## config.mk

```make
export PLATFORM = sky130hd
export DESIGN_NAME = serial_dot_mac_flat
export DESIGN_NICKNAME = d
export VERILOG_FILES = /design/src/rtl/serial_mac_pkg.sv /design/src/rtl/serial_dot_mac_if.sv /design/src/rtl/serial_mac_lane.sv /design/src/rtl/serial_dot_mac.sv /design/src/flat_wrapper.sv
export SDC_FILE = /design/constraint.sdc
export NUM_CORES = 2
export LEC_CHECK = 0
export CORE_MARGIN = 3
export CORE_UTILIZATION = 45
export DETAILED_ROUTE_END_ITERATION = 10
export GPL_ROUTABILITY_DRIVEN = 0
export PLACE_DENSITY_LB_ADDON = 0.12
export SYNTH_ARGS = -nofsm -noshare
export SYNTH_HDL_FRONTEND = slang
export SYNTH_SLANG_ARGS = --single-unit
```

## constraint.sdc

```tcl
create_clock -name clk -period 6 [get_ports clk]
set_input_delay 1.5 -clock clk [delete_from_list [all_inputs] [get_ports clk]]
set_output_delay 1.5 -clock clk [all_outputs]
set_load 0.1 [all_outputs]
```

## src/rtl/serial_mac_pkg.sv

```systemverilog
// Shared types and helpers for the bit-serial dot-product MAC.
package serial_mac_pkg;

  // Top-level sequencing states.
  typedef enum logic [1:0] {
    IDLE   = 2'd0,
    RUN    = 2'd1,
    REDUCE = 2'd2,
    HOLD   = 2'd3
  } mac_state_e;

  // Accumulator width: full lane product, room for summing all lanes, plus headroom.
  function automatic int acc_width(input int width, input int lanes, input int guard);
    return 2 * width + $clog2(lanes) + guard;
  endfunction

endpackage

```

## src/rtl/serial_dot_mac_if.sv

```systemverilog
// Operand-in / result-out handshake bundle for serial_dot_mac.
interface serial_dot_mac_if #(
  parameter int WIDTH = 8,
  parameter int LANES = 16,
  parameter int GUARD = 8
);
  import serial_mac_pkg::*;

  localparam int ACC_W = acc_width(WIDTH, LANES, GUARD);

  logic                     in_valid;
  logic                     in_ready;
  logic [LANES*WIDTH-1:0]   a;
  logic [LANES*WIDTH-1:0]   b;
  logic                     signed_mode;
  logic                     accumulate;
  logic                     out_valid;
  logic                     out_ready;
  logic [ACC_W-1:0]         out;

  // Producer / consumer side (drives operands, takes results).
  modport master (
    output in_valid, a, b, signed_mode, accumulate, out_ready,
    input  in_ready, out_valid, out
  );

  // MAC side.
  modport slave (
    input  in_valid, a, b, signed_mode, accumulate, out_ready,
    output in_ready, out_valid, out
  );

endinterface

```

## src/rtl/serial_mac_lane.sv

```systemverilog
// One shift-and-add multiplier lane; WIDTH step cycles give an exact 2*WIDTH product.
module serial_mac_lane #(
  parameter int WIDTH = 8
) (
  input  logic                 clk,
  input  logic                 reset_n,
  input  logic                 load,
  input  logic                 step,
  input  logic                 last,
  input  logic                 signed_mode,
  input  logic [WIDTH-1:0]     op_a,
  input  logic [WIDTH-1:0]     op_b,
  output logic [2*WIDTH-1:0]   product
);

  logic [2*WIDTH-1:0] mcand_r;
  logic [WIDTH-1:0]   mplier_r;
  logic [2*WIDTH-1:0] prod_r;
  logic               sgn_r;
  logic [2*WIDTH-1:0] ext_a_s;
  logic [2*WIDTH-1:0] prod_nxt_s;

  // Widen the multiplicand to the product width according to the operand mode.
  always_comb begin
    ext_a_s = {{WIDTH{1'b0}}, op_a};
    if (signed_mode) begin
      ext_a_s = {{WIDTH{op_a[WIDTH-1]}}, op_a};
    end else begin
      ext_a_s = {{WIDTH{1'b0}}, op_a};
    end
  end

  // Conditional add of the shifted multiplicand; the signed MSB weight is negative, so subtract.
  always_comb begin
    prod_nxt_s = prod_r;
    if (mplier_r[0]) begin
      if (last && sgn_r) begin
        prod_nxt_s = prod_r - mcand_r;
      end else begin
        prod_nxt_s = prod_r + mcand_r;
      end
    end else begin
      prod_nxt_s = prod_r;
    end
  end

  // Lane registers: load operands on acceptance, shift and accumulate on each step.
  always_ff @(posedge clk or negedge reset_n) begin
    if (!reset_n) begin
      mcand_r  <= {(2*WIDTH){1'b0}};
      mplier_r <= {WIDTH{1'b0}};
      prod_r   <= {(2*WIDTH){1'b0}};
      sgn_r    <= 1'b0;
    end else if (load) begin
      mcand_r  <= ext_a_s;
      mplier_r <= op_b;
      prod_r   <= {(2*WIDTH){1'b0}};
      sgn_r    <= signed_mode;
    end else if (step) begin
      mcand_r  <= {mcand_r[2*WIDTH-2:0], 1'b0};
      mplier_r <= {1'b0, mplier_r[WIDTH-1:1]};
      prod_r   <= prod_nxt_s;
    end
  end

  assign product = prod_r;

endmodule

```

## src/rtl/serial_dot_mac.sv

```systemverilog
// Bit-serial dot-product MAC: LANES serial multipliers, one-cycle reduction, running accumulator.
module serial_dot_mac
  import serial_mac_pkg::*;
#(
  parameter int WIDTH = 8,
  parameter int LANES = 16,
  parameter int GUARD = 8
) (
  input logic            clk,
  input logic            reset_n,
  serial_dot_mac_if.slave bus
);

  localparam int ACC_W = acc_width(WIDTH, LANES, GUARD);
  localparam int CNT_W = $clog2(WIDTH);

  mac_state_e         state_r;
  mac_state_e         state_nxt_s;
  logic [CNT_W-1:0]   cnt_r;
  logic               load_s;
  logic               step_s;
  logic               last_s;
  logic               signed_r;
  logic               accumulate_r;
  logic               in_ready_r;
  logic               out_valid_r;
  logic [ACC_W-1:0]   acc_r;
  logic [ACC_W-1:0]   acc_base_s;
  logic [ACC_W-1:0]   acc_nxt_s;
  logic [2*WIDTH-1:0] prod_s [LANES];
  logic [ACC_W-1:0]   psum_s [LANES+1];

  assign last_s = (cnt_r == {CNT_W{1'b0}});

  // Next-state and per-cycle strobes for the shared sequencer.
  always_comb begin
    state_nxt_s = state_r;
    load_s      = 1'b0;
    step_s      = 1'b0;
    case (state_r)
      IDLE: begin
        if (bus.in_valid) begin
          state_nxt_s = RUN;
          load_s      = 1'b1;
        end else begin
          state_nxt_s = IDLE;
        end
      end
      RUN: begin
        step_s = 1'b1;
        if (last_s) begin
          state_nxt_s = REDUCE;
        end else begin
          state_nxt_s = RUN;
        end
      end
      REDUCE: state_nxt_s = HOLD;
      HOLD: begin
        if (bus.out_ready) begin
          state_nxt_s = IDLE;
        end else begin
          state_nxt_s = HOLD;
        end
      end
      default: state_nxt_s = IDLE;
    endcase
  end

  // State register plus registered handshake outputs decoded from the next state.
  always_ff @(posedge clk or negedge reset_n) begin
    if (!reset_n) begin
      state_r     <= IDLE;
      in_ready_r  <= 1'b1;
      out_valid_r <= 1'b0;
    end else begin
      state_r     <= state_nxt_s;
      in_ready_r  <= (state_nxt_s == IDLE);
      out_valid_r <= (state_nxt_s == HOLD);
    end
  end

  // Step counter and per-op mode flags captured at acceptance.
  always_ff @(posedge clk or negedge reset_n) begin
    if (!reset_n) begin
      cnt_r        <= {CNT_W{1'b0}};
      signed_r     <= 1'b0;
      accumulate_r <= 1'b0;
    end else if (load_s) begin
      cnt_r        <= CNT_W'(WIDTH - 1);
      signed_r     <= bus.signed_mode;
      accumulate_r <= bus.accumulate;
    end else if (step_s && !last_s) begin
      cnt_r        <= cnt_r - CNT_W'(1);
    end
  end

  assign psum_s[0] = {ACC_W{1'b0}};

  for (genvar j = 0; j < LANES; j++) begin : g_lane
    logic [ACC_W-1:0] ext_s;

    serial_mac_lane #(.WIDTH(WIDTH)) u_lane (
      .clk         (clk),
      .reset_n     (reset_n),
      .load        (load_s),
      .step        (step_s),
      .last        (last_s),
      .signed_mode (bus.signed_mode),
      .op_a        (bus.a[j*WIDTH +: WIDTH]),
      .op_b        (bus.b[j*WIDTH +: WIDTH]),
      .product     (prod_s[j])
    );

    // Extend this lane's product to accumulator width per the captured mode.
    always_comb begin
      ext_s = ACC_W'(prod_s[j]);
      if (signed_r) begin
        ext_s = ACC_W'($signed(prod_s[j]));
      end else begin
        ext_s = ACC_W'(prod_s[j]);
      end
    end

    assign psum_s[j+1] = psum_s[j] + ext_s;
  end

  // Select whether the lane sum starts fresh or adds onto the running value.
  always_comb begin
    acc_base_s = {ACC_W{1'b0}};
    if (accumulate_r) begin
      acc_base_s = acc_r;
    end else begin
      acc_base_s = {ACC_W{1'b0}};
    end
    acc_nxt_s = acc_base_s + psum_s[LANES];
  end

  // Accumulator updates only in REDUCE, otherwise holds its value (wraps modulo 2^ACC_W).
  always_ff @(posedge clk or negedge reset_n) begin
    if (!reset_n) begin
      acc_r <= {ACC_W{1'b0}};
    end else if (state_r == REDUCE) begin
      acc_r <= acc_nxt_s;
    end
  end

  assign bus.in_ready  = in_ready_r;
  assign bus.out_valid = out_valid_r;
  assign bus.out       = acc_r;

endmodule
```

## src/flat_wrapper.sv

```systemverilog
// flat-port wrapper written by rule: the top's interface ports become plain ports
module serial_dot_mac_flat import serial_mac_pkg::*;
#(
  parameter int WIDTH = 8,
  parameter int LANES = 16,
  parameter int GUARD = 8
)
  (clk, reset_n, bus_in_valid, bus_a, bus_b, bus_signed_mode, bus_accumulate, bus_out_ready, bus_in_ready, bus_out_valid, bus_out);
  serial_dot_mac_if #(.WIDTH(WIDTH), .LANES(LANES), .GUARD(GUARD)) bus_i ();
  input logic clk;
  input logic reset_n;
  input wire logic [$bits(bus_i.in_valid)-1:0] bus_in_valid;
  input wire logic [$bits(bus_i.a)-1:0] bus_a;
  input wire logic [$bits(bus_i.b)-1:0] bus_b;
  input wire logic [$bits(bus_i.signed_mode)-1:0] bus_signed_mode;
  input wire logic [$bits(bus_i.accumulate)-1:0] bus_accumulate;
  input wire logic [$bits(bus_i.out_ready)-1:0] bus_out_ready;
  output wire logic [$bits(bus_i.in_ready)-1:0] bus_in_ready;
  output wire logic [$bits(bus_i.out_valid)-1:0] bus_out_valid;
  output wire logic [$bits(bus_i.out)-1:0] bus_out;
  assign bus_i.in_valid = bus_in_valid;
  assign bus_i.a = bus_a;
  assign bus_i.b = bus_b;
  assign bus_i.signed_mode = bus_signed_mode;
  assign bus_i.accumulate = bus_accumulate;
  assign bus_i.out_ready = bus_out_ready;
  assign bus_in_ready = bus_i.in_ready;
  assign bus_out_valid = bus_i.out_valid;
  assign bus_out = bus_i.out;
  serial_dot_mac #(.WIDTH(WIDTH), .LANES(LANES), .GUARD(GUARD)) u_core (.clk(clk), .reset_n(reset_n), .bus(bus_i));
endmodule
```

# Yosys cells after proc, flatten, opt, wreduce, memory -nomap -nowiden
# Cells that the tools add are included.
totals:
  reg_bits: 677
  out_inout_bits: 30
  input_bits: 262
op_classes:
  n_eq_ne: 4
  n_reduce_logical: 40
  n_addsub: 49
  mux: 170
op_table:
  columns: ["operator", "n"]
  rows:
  - ["$mux W16", 112]
  - ["$mux W28", 17]
  - ["$add A28 B28 Y28", 16]
  - ["$add A16 B16 Y16", 16]
  - ["$mux W8", 32]
  - ["$sub A16 B16 Y16", 16]
  - ["$reduce_bool A2 Y1", 18]
  - ["$reduce_and A2 Y1", 16]
  - ["$pmux W2 S4", 1]
  - ["$eq A2 B2 Y1 const B", 3]
  - ["$mux W3", 2]
  - ["$logic_not A2 Y1", 2]
  - ["$mux W1", 4]
  - ["$mux W2", 2]
  - ["$logic_not A3 Y1", 1]
  - ["$sub A3 B1 Y3 const B", 1]
  - ["$eq A2 B1 Y1 const B", 1]
  - ["$logic_and A1 B1 Y1", 2]
  - ["$logic_not A1 Y1", 1]

# Logic depth before layout (Yosys ltp)
depth:
  ltp_word: 17
  ltp_mapped: 25
  depth_no_buf: 25

# Hierarchy
# Synthesis repeated with hierarchy kept, for this count alone.
unflattened:
  cells_unflattened: 6442
  hier_area_um2: 57371.3
by_module_without_submodules:
  columns: ["mod", "instances", "cells_per_inst", "area_per_inst_um2", "seq_area_each_um2"]
  rows:
  - ["serial_mac_lane (u_core.g_lane[13].u_lane ...)", 12, 335, 2912.8, 1026.0]
  - ["serial_dot_mac", 1, 1145, 11018.1, 927.1]
  - ["serial_mac_lane (u_core.g_lane[0].u_lane ...)", 3, 318, 2839.0, 1026.0]
  - ["serial_mac_lane (u_core.g_lane[12].u_lane)", 1, 323, 2882.8, 1026.0]

# Least setup slack after synthesis
# Ideal clock, no wire load.
synth_timing:
  path_kind: "register -> register"
  from: "register u_core.g_lane[3].u_lane.prod_r[1]"
  to: "register u_core.acc_r[24], in the netlist u_core.bus.out[24]"
  slack_ns: 0.214
  stages_incl_launch_ff: 24
  path_buffers: 0
  t_arrival_ns: 5.655
  required_time_ns: 5.869
  synth_period_minus_slack_ns: 5.786
  path_cell_list: "dfrtp_1 > fa_1 > inv_1 > fa_1 > fa_1 > inv_1 > fa_1 > inv_1 > fa_1 > fa_1 > inv_1 > ha_1 > inv_1 > fa_1 > nor2b_1 > o2111ai_1 > nand3_1 > o221ai_1 > o31a_1 > o2bb2ai_1 > nor2_1 > a21oi_1 > xnor2_1 > o21ai_1"
synth_via:
  elab_chain_cells: 15
synth_lines:
  columns: ["item", "line", "source"]
  rows:
  - ["start, declared", "serial_mac_lane.sv:18", "logic [2*WIDTH-1:0] prod_r;"]
  - ["start signal, assigned", "serial_mac_lane.sv:52", "prod_r <= {(2*WIDTH){1'b0}};"]
  - ["start signal, assigned", "serial_mac_lane.sv:57", "prod_r <= {(2*WIDTH){1'b0}};"]
  - ["start signal, assigned", "serial_mac_lane.sv:62", "prod_r <= prod_nxt_s;"]
  - ["$mux W28", "serial_dot_mac.sv:117", "if (signed_r) begin"]
  - ["$add A28 B28 Y28 (13 in series)", "serial_dot_mac.sv:124", "assign psum_s[j+1] = psum_s[j] + ext_s;"]
  - ["$add A28 B28 Y28", "serial_dot_mac.sv:135", "acc_nxt_s = acc_base_s + psum_s[LANES];"]
  - ["end signal, assigned", "serial_dot_mac.sv:141", "acc_r <= {ACC_W{1'b0}};"]
  - ["end signal, assigned", "serial_dot_mac.sv:143", "acc_r <= acc_nxt_s;"]
  - ["end, declared", "serial_dot_mac.sv:27", "logic [ACC_W-1:0] acc_r;"]
# No other way between the ends.
# A chain may end at the register's enable or synchronous reset.

# Final worst setup path
layout_timing:
  from: "register u_core.g_lane[12].u_lane.prod_r[8]"
  to: "register u_core.acc_r[16], in the netlist u_core.bus.out[16]"
layout_via:
  elab_chain_cells: 6
layout_lines:
  columns: ["item", "line"]
  rows:
  - ["start, declared", "serial_mac_lane.sv:18"]
  - ["start signal, assigned", "serial_mac_lane.sv:52"]
  - ["start signal, assigned", "serial_mac_lane.sv:57"]
  - ["start signal, assigned", "serial_mac_lane.sv:62"]
  - ["$mux W28", "serial_dot_mac.sv:117"]
  - ["$add A28 B28 Y28 (4 in series)", "serial_dot_mac.sv:124"]
  - ["$add A28 B28 Y28", "serial_dot_mac.sv:135"]
# No other way between the ends.

==> metrics.txt <==
setup violators final=0; Synth Flop Type=dfrtp_1; DIE WIDTH=roughly 350 um; worst-case clock buffer depth=3; layout cells sized above 1=slightly above 6%; clk_skew=32.8 ps; syn nets=6,836; CP Capture Type=flop; initial cell density of the core=45.5%; R2R depth=22; Final Net Count=~7,100; Remaining Overflow, GRT=0; sequential share of the synthesized area=approximately a third; vias per cell=5.57; compound-cell area share of the yosys netlist=around a fifth; TNS Setup=0 ps; First DRT Iteration DRCs=3,055; core footprint=115,000 um2; CTS Buf Count=86; CP Data Required Time=6520 ps; I/O Pins=292; Synth Area in Adders=18.8%; crit path launch type=flop; clk root buf=clkbuf_16; max_slew headroom=a little over an eighth; Final HPWL DP=116,000 um; wire length per cell=20.4 um; xor and xnor fraction of the mapped netlist area=7.32%; total number of yosys warnings=0; Final Hold Viols=0; post-route cell area=60,400 um2; filler cell count in the final layout=10,785; RSZ-0062 raised after global routing=yes; syn_area_per_cell=approximately 8.8 um2; number of synthesized register bits=677; initial antenna violation count=2; worst r2r src=u_core.g_lane[12].u_lane.product[8]; Cells after Synth=around 6,000; Critical path origin=u_core.g_lane[12].u_lane.product[8]; Tcrit/Tclk final=98.0%; area delta synth->final=15.4%; Hold WS=486 ps; post-layout util=52.5%; Post-Syn Area=around 52,000 um2; Synth Area in Simple Gates=14.7%; mux share of post-synthesis cell area=less than 1%; Setup crit end=u_core.bus.out[16]; worst slew pin tran=1290 ps; vias in the first global route=42,439; Die H=347 um; kind of critical path=flop to flop; CTS tree=done; Hold Path Stages=2; Worst R2R End=u_core.bus.out[16]; routed wire length=159,000 um; router iterations before antenna repair=6; EDFF count, synth=0; worst-path maximum fanout=3; Vias=about 43,000; post-synthesis cell type count=between 60 and 70; Tmin final=5880 ps; max-cap viol count=0; status=completed; Slew Limit Fails=0; Async SR Flop Fraction=100%; CTS sink count=677; R2R setup slack=120 ps; first-pass GRT wire length=249,000 um; DRC Markers=0; H-tree Lvls=3; ANT nets after route=0; die area=120,000 um2; insertion delay to the later sink of the worst-skew pair=680 ps; GRT Util Overall=around a quarter; std cell rows=124; fmax=170 MHz; Cell Area, Placed=57,100 um2; largest family of logic cells by synthesized area=compound AO/OA/AOI/OAI gates; clock slew at reported path FFs=about 60 ps; Hold WC Path Type=flop to flop; PortBufs=291; CP arrival=6400 ps; largest net degree at the start of global routing=204
-- worst max-delay path: stages (launching register included) --
cell and delay, ps:
dfrtp_1 370, inv_1 90, fa_1 650, inv_1 90, fa_1 640, fa_1 460
fa_1 400, fa_1 510, inv_1 50, fa_1 470, inv_1 40, ha_1 300
nand3_1 110, nand2_2 70, or3_4 340, o221ai_4 200, buf_4 140, buf_4 100
o21ai_1 90, a21o_1 210, a21oi_2 160, xor2_1 160, o21ai_1 70
-- area by class of cell --
type	count	area (um2)	share of cell area, %
multi-input cells	4421	32400	53.6
flip-flops and latches	677	17000	28.1
repair buffers	423	4060	6.73
clock buffers	128	2610	4.31
inverters	587	2210	3.65
well taps	1512	1890	3.13
clock inverters	26	282	0.466
diodes	2	5.00	0.00829
-- synth_stat cells, drive strengths merged (5+ instances only) --
cell type    n  share of area [%]
a2111oi      5               0.24
a211o       16               0.27
a211oi      13               0.20
a21o        60               0.86
a21oi      545                5.3
a22o        31               0.52
a22oi      224                3.2
a2bb2oi      6               0.10
a31oi       19               0.23
a32o        17               0.33
and2        20               0.24
and3        22               0.26
buf         24               0.18
clkbuf     262                1.9
dfrtp      676                 32
fa         309                 12
ha         294                7.0
inv        587                4.2
mux2i       10               0.19
nand2      590                4.2
nand2b      45               0.54
nand3       51               0.49
nand3b      18               0.26
nand4        7              0.084
nor2       402                2.9
nor2b      281                3.4
nor3       111                1.1
nor3b       16               0.23
nor4        19               0.23
o2111ai     10               0.17
o21a        41               0.59
o21ai      572                5.5
o21bai      13               0.19
o22ai       11               0.13
o311ai      19               0.42
o31a         7               0.12
o31ai       64                1.0
o41a         6               0.13
o41ai       29               0.60
or2          6              0.072
or3         49               0.59
xnor2      249                4.2
xor2       187                3.1
-- how the worst min path moves through the flow --
stage | to | start
2_1_floorplan | u_core.g_lane[13].u_lane.product[0] | u_core.g_lane[13].u_lane.product[0]
3_3_place_gp | u_core.g_lane[14].u_lane.product[0] | u_core.g_lane[14].u_lane.product[0]
3_5_place_dp | u_core.g_lane[14].u_lane.product[0] | u_core.g_lane[14].u_lane.product[0]
4_1_cts | u_core.g_lane[14].u_lane.product[0] | u_core.g_lane[14].u_lane.product[0]
5_1_grt | u_core.g_lane[13].u_lane.mplier_r[7] | u_core.g_lane[13].u_lane.mplier_r[7]
6_report | u_core.g_lane[15].u_lane.product[0] | u_core.g_lane[15].u_lane.product[0]
-- registers in the layout, indices dropped and copies added, names as in the netlist --
signal / count
u_core.g_lane.u_lane.mplier_r: 128
u_core.state_r: 2
u_core.accumulate_r: 1
u_core.bus.out: 28
u_core.bus.in_ready: 1
u_core.g_lane.u_lane.product: 256
u_core.signed_r: 1
u_core.cnt_r: 3
u_core.bus.out_valid: 1
u_core.g_lane.u_lane.mcand_r: 256
-- through the flow --
step	setup slack [ps]	instances
CTS	0.715	7753
global placement	-148	7599
floorplan	214	5971
detailed placement	-159	7599
global route	-83.9	7774
finish	117	7776
-- layer usage --
layer,routed length [um],global-route usage (%),up-vias
met5,0,0,-
met3,7760,3.45,215
met1,73400,37.4,21343
met4,4930,7.47,0
li1,-,-,20707
met2,72800,41.5,1009
-- cell usage in the layout (no fill, tap or decap), types with 21 or more instances in the layout --
cell / Yosys / routed
ha_1: 294 / 286
o31ai_1: 57 / 57
fa_1: 309 / 298
nor2b_1: 277 / 274
inv_1: 586 / 577
clkdlybuf4s50_1: 0 / 289
nand3_1: 51 / 50
buf_4: 0 / 120
a21o_1: 60 / 60
nand2_1: 590 / 589
o21a_1: 41 / 41
clkbuf_16: 0 / 91
nor2_1: 402 / 396
nor3_1: 111 / 111
o21ai_1: 84 / 83
o21ai_0: 488 / 483
and3_1: 22 / 22
xnor2_1: 247 / 247
a21oi_1: 539 / 532
nand2b_1: 45 / 45
a22oi_1: 224 / 224
a22o_1: 31 / 31
or3_1: 49 / 48
o41ai_1: 21 / 21
dfrtp_1: 676 / 671
xor2_1: 187 / 187
-- cell families (layout without fill, tap and decap cells) --
group,after synthesis,count (layout)
flops,677,677
mux,13,13
other cells,0,2
xor+xnor,436,436
simple gates,1644,1644
buf+inv,873,1164
fa+ha+maj,603,603
compound gates,1725,1725
-- repair_timing --
action,CTS,global route
hold buffers,0,0
buffers inserted,0,22
endpoints found under the setup margin,5,12
pin swaps,1,35
gates resized for setup,3,59
Power is not shown: default switching activity piles up to over one toggle a cycle in this logic, so the estimate is an artifact.
